--- config.mk ---
export PLATFORM = sky130hd
export DESIGN_NAME = alu_display_scan
export DESIGN_NICKNAME = d
export VERILOG_FILES = /design/src/rtl/alu_display_scan.sv
export SDC_FILE = /design/constraint.sdc
export NUM_CORES = 1
export LEC_CHECK = 0
export BUFFER_PORTS_ARGS = -buffer_cell sky130_fd_sc_hd__clkbuf_2
export CORE_UTILIZATION = 45
export CTS_BUF_LIST = sky130_fd_sc_hd__clkbuf_8
export DETAILED_ROUTE_END_ITERATION = 10
export PLACE_DENSITY = 0.66
export SYNTH_ARGS = -nofsm -noshare
export SYNTH_HDL_FRONTEND = slang
export SYNTH_SLANG_ARGS = --single-unit
--- constraint.sdc ---
create_clock -name clk -period 6.4 [get_ports clk]
set_input_delay 0.96 -clock clk [delete_from_list [all_inputs] [get_ports clk]]
set_output_delay 0.96 -clock clk [all_outputs]
set_load 0.05 [all_outputs]
--- src/rtl/alu_display_scan.sv ---
// Latches ALU result, flags and program counter, and scans them onto a 4-digit
// common-anode 7-segment display. Optional macro DISP_BLINK_EN blinks digit0 on flags[4].
module alu_display_scan #(
    parameter int SCAN_DIV  = 12500,
    parameter int BLANK_CYC = 16
) (
    input  logic       clk,
    input  logic       iRst_n,
    input  logic [3:0] iResultado,
    input  logic [4:0] iFlags,
    input  logic [3:0] iContador,
    input  logic       iLoad,
    output logic [6:0] oSeg,
    output logic       oDp,
    output logic [3:0] oAnodo,
    output logic       oUpdate
);

    localparam int MAX_CYC = (SCAN_DIV > BLANK_CYC) ? SCAN_DIV : BLANK_CYC;
    localparam int PRE_W   = (MAX_CYC > 2) ? $clog2(MAX_CYC) : 1;
    localparam logic [PRE_W-1:0] SHOW_LAST  = PRE_W'(SCAN_DIV - 1);
    localparam logic [PRE_W-1:0] BLANK_LAST = PRE_W'(BLANK_CYC - 1);

    typedef enum logic {
        ST_BLANK = 1'b0,
        ST_SHOW  = 1'b1
    } state_t;

    state_t           state_q, state_d;
    logic [1:0]       idx_q, idx_d;
    logic [PRE_W-1:0] pre_q, pre_d;

    // Held word layout: {result[12:9], counter[8:5], flags[4:0]}
    logic [12:0] held_q, held_d;
    logic [12:0] load_word;
    logic        upd_q, upd_d;

    logic [6:0]  seg_q, seg_d;
    logic [3:0]  an_q, an_d;
    logic        dp_q, dp_d;

    logic [3:0]  held_res;
    logic [3:0]  held_cnt;
    logic [4:0]  held_flg;
    logic [3:0]  digit_val;
    logic        dark;

    function automatic logic [6:0] hex7(input logic [3:0] v);
        logic [6:0] s;
        case (v)
            4'h0: s = 7'h40;
            4'h1: s = 7'h79;
            4'h2: s = 7'h24;
            4'h3: s = 7'h30;
            4'h4: s = 7'h19;
            4'h5: s = 7'h12;
            4'h6: s = 7'h02;
            4'h7: s = 7'h78;
            4'h8: s = 7'h00;
            4'h9: s = 7'h10;
            4'hA: s = 7'h08;
            4'hB: s = 7'h03;
            4'hC: s = 7'h46;
            4'hD: s = 7'h21;
            4'hE: s = 7'h06;
            default: s = 7'h0E;
        endcase
        return s;
    endfunction

    assign held_res  = held_q[12:9];
    assign held_cnt  = held_q[8:5];
    assign held_flg  = held_q[4:0];
    assign load_word = {iResultado, iContador, iFlags};

    always_comb begin
        held_d = held_q;
        upd_d  = 1'b0;
        if (iLoad) begin
            held_d = load_word;
            upd_d  = (load_word != held_q);
        end
    end

    always_comb begin
        state_d = state_q;
        idx_d   = idx_q;
        pre_d   = pre_q + PRE_W'(1);
        case (state_q)
            ST_SHOW: begin
                if (pre_q == SHOW_LAST) begin
                    state_d = ST_BLANK;
                    pre_d   = '0;
                end
            end
            ST_BLANK: begin
                if (pre_q == BLANK_LAST) begin
                    state_d = ST_SHOW;
                    idx_d   = idx_q + 2'd1;
                    pre_d   = '0;
                end
            end
            default: begin
                state_d = ST_BLANK;
                pre_d   = '0;
            end
        endcase
    end

`ifdef DISP_BLINK_EN
    logic [5:0] frm_q, frm_d;
    logic       wrap;

    assign wrap = (state_q == ST_BLANK) && (pre_q == BLANK_LAST) && (idx_q == 2'd3);

    always_comb begin
        frm_d = frm_q;
        if (wrap) begin
            frm_d = frm_q + 6'd1;
        end
    end

    always_ff @(posedge clk or negedge iRst_n) begin
        if (!iRst_n) begin
            frm_q <= '0;
        end else begin
            frm_q <= frm_d;
        end
    end

    // Using the next count keeps the whole digit0 slot in one blink phase.
    assign dark = (idx_d == 2'd0) && held_flg[4] && frm_d[5];
`else
    assign dark = 1'b0;
`endif

    always_comb begin
        case (idx_d)
            2'd0:    digit_val = held_res;
            2'd1:    digit_val = held_cnt;
            2'd2:    digit_val = held_flg[3:0];
            default: digit_val = {3'b000, held_flg[4]};
        endcase
    end

    // Outputs follow the next FSM state so they switch on the same edge as the FSM.
    always_comb begin
        seg_d = 7'h7F;
        an_d  = 4'hF;
        dp_d  = 1'b1;
        if ((state_d == ST_SHOW) && !dark) begin
            an_d  = ~(4'b0001 << idx_d);
            seg_d = hex7(digit_val);
            dp_d  = !((idx_d == 2'd3) && (held_flg != 5'd0));
        end
    end

    always_ff @(posedge clk or negedge iRst_n) begin
        if (!iRst_n) begin
            state_q <= ST_BLANK;
            idx_q   <= 2'd3;
            pre_q   <= '0;
            held_q  <= '0;
            upd_q   <= 1'b0;
            seg_q   <= 7'h7F;
            an_q    <= 4'hF;
            dp_q    <= 1'b1;
        end else begin
            state_q <= state_d;
            idx_q   <= idx_d;
            pre_q   <= pre_d;
            held_q  <= held_d;
            upd_q   <= upd_d;
            seg_q   <= seg_d;
            an_q    <= an_d;
            dp_q    <= dp_d;
        end
    end

    assign oSeg    = seg_q;
    assign oAnodo  = an_q;
    assign oDp     = dp_q;
    assign oUpdate = upd_q;

endmodule
==> run metrics <==
die area=5695 sq um; Worst Path Max Fanout=13; Syn Nets=244; Worst-path clk slew=0.08 ns; routing usage on met2=0.2669; Cell variety after synth=48; status=complete, no violations; warnings from Yosys=0; vias in the first global route=1,557; busiest grt layer=met2; gate count after technology mapping=221; GRT Util Overall=0.1748; # diodes=0; WP data required=6.60 ns; ys async rst share=1.000; Final Util=0.5273; Via-to-Cell Ratio=5.216; clock sink count=43; final count of negative-setup-slack endpoints=0; Worst setup EP type=register; cts hold-fix bufs=0; first-pass GRT wire length=7327 um; Nets=272; total vias in the final route=1,669; Worst setup SP type=register; Post-Route WL=4297 um; largest net degree at the start of global routing=44; clk root buf=clkbuf_8; crit path time final=3.034 ns; fmax=329.6 MHz; Die X=75.47 um; main flop type after synthesis=dfrtp_1; RSZ-0062 raised after global routing=no; Synth Cell Area=2429 sq um; Worst Skew=0.005474 ns; area leader, netlist=dfrtp_1; met1 Use GR=0.2360; Final Hold Fails=0; Max-Cap Viols=0; VDD IR max=100.1 uV; PortBufs=28; register bit count reported by yosys=43; Worst Max-Slew Pin Slew=1.033 ns; share of the synthesized area in the top cell type=0.2988; pwr/cell area=222.8 nW/um^2; DR pass1 iterations=4; clk_lat worst skew=0.29 ns; Final HPWL DP=3172 um; Power Total=603.9 uW; sequential element share of the synthesized area=0.4503; Final period util=0.4741; Rel. slew slack=0.3113; Core Area=5140 sq um; I/O pin cnt=29; Post-CTS Setup Inserts=0; Syn-to-layout area delta=11.59%; synth top area cells=dfrtp_1 (30%), dfstp_2 (15%), mux2_2 (6.0%); GR Overflow Total=0; Post-synth EDFFs=0; DRC=0; row cnt=26; Final GP Congestion=0.8575; CTS tree=built; Synth top cells by count=dfrtp_1 (29), nand2_1 (25), dfstp_2 (14), xnor2_1 (14), mux2_2 (13); final antenna-violating net count=0; Leakage=0.001207 uW; DRT iter0 DRCs=79; synthesized area per cell=10.99 sq um; Initial Utilization=0.4725; arrival time at the worst endpoint=3.23 ns; WS Path Type=register to register; Hold Path Class=register to register; Clock Path Buffers=2; H-Tree Level Count=2; Global Route met3 Usage=0.04894; number of antenna violations at the first check in global routing=0; drt wl/cell=13.43 um; CTS buffer count=5; Post-CTS Resized=0; max-slew violation count=0; fraction of layout cells with a size suffix above 1=0.2920; die height=75.47 um; most common cell in the synthesized netlist=dfrtp_1; setup TNS=0 ns
layer usage:
layer,part of all wire,routed length (um)
met5,0,0
met4,0.018,78
met3,0.035,152
met2,0.45,1927
met1,0.50,2139
cell type report:
cell class	instances	area [sq um]
Clock buffer	7	96.34
Sequential cell	43	1094
Fill cell	491	2430
Timing Repair Buffer	28	140.1
Inverter	7	26.28
Multi-Input combinational cell	164	1259
Tap cell	70	87.58
Clock inverter	1	7.507
critical path, cell delays in order (launching register included):
cell	delay [ns]
dfrtp_1	0.41
ha_1	0.25
nor4b_4	0.31
nand4_2	0.42
o311a_1	0.45
o21ai_2	0.28
inv_1	0.11
ha_1	0.25
mux2i_1	0.19
mux2i_1	0.09
nand2b_1	0.16
cells by family (layout without fill, tap and decap cells):
logic type                 Yosys count  in the layout  synth area share
and+or+nand+nor                     83             83            0.1870
adders and majority gates            7              7           0.03606
xor gates and xnor gates            27             27            0.1051
muxes                               23             23            0.1015
DFF                                 43             43            0.4503
AOI/OAI and AO/OA                   24             24           0.08862
buffers and inverters               14             43           0.03143
where the power goes:
| part | switching (uW) | internal, uW |
|---|---|---|
| combinational | 67.8 | 41.6 |
| sequential | 14.2 | 293 |
| clock | 88.8 | 98.1 |
| total | 171 | 433 |
flip-flops by register name (all words and copies together) (netlist names):
register / flops
oUpdate: 1
held_q: 13
idx_q: 2
oAnodo: 4
oDp: 1
pre_q: 14
oSeg: 7
state_q: 1
final timing paths:
check                                     from                endpoint  slack (ns)  cells after the start
max                         pre_q[0]$_DFF_PN0_       oSeg[3]$_DFF_PN1_        3.37                     10
min                        pre_q[11]$_DFF_PN0_     pre_q[11]$_DFF_PN0_        0.50                      1
max reg2reg                 pre_q[0]$_DFF_PN0_       oSeg[3]$_DFF_PN1_        3.37                     10
min reg2reg                pre_q[11]$_DFF_PN0_     pre_q[11]$_DFF_PN0_        0.50                      1
max in group asynchronous               iRst_n     pre_q[11]$_DFF_PN0_        4.93                      1
min in group asynchronous               iRst_n  held_q[10]$_DFFE_PN0P_        0.84                      1
per-stage QoR:
| step | setup slack [ns] | hold WS, ns | cell area, sq um | cells |
|---|---|---|---|---|
| finish | 3.366 | 0.4999 | 2710 | 320 |
| global route | 3.089 | 0.5438 | 2710 | 320 |
| CTS | 3.358 | 0.5020 | 2710 | 320 |
| detailed placement | 3.388 | 0.4890 | 2606 | 312 |
| global placement | 3.450 | 0.4806 | 2606 | 312 |
| floorplan | 3.802 | 0.4609 | 2429 | 221 |
placed cells by master, fill, tap and decap left out, types with 3 or more instances in the layout:
cell,count
a21oi_1,4
o211ai_1,3
nor3_1,6
clkbuf_2,28
ha_1,7
xnor2_1,14
dfrtp_1,29
mux2i_1,10
nor3b_1,3
inv_1,7
clkbuf_8,7
mux2_2,13
xor2_1,12
dfstp_2,14
nand2_1,25
nor2_1,12
and3_1,3
nand3_1,12
nand4_1,5
nor2b_1,3
Power figures use the tool's default switching activity.
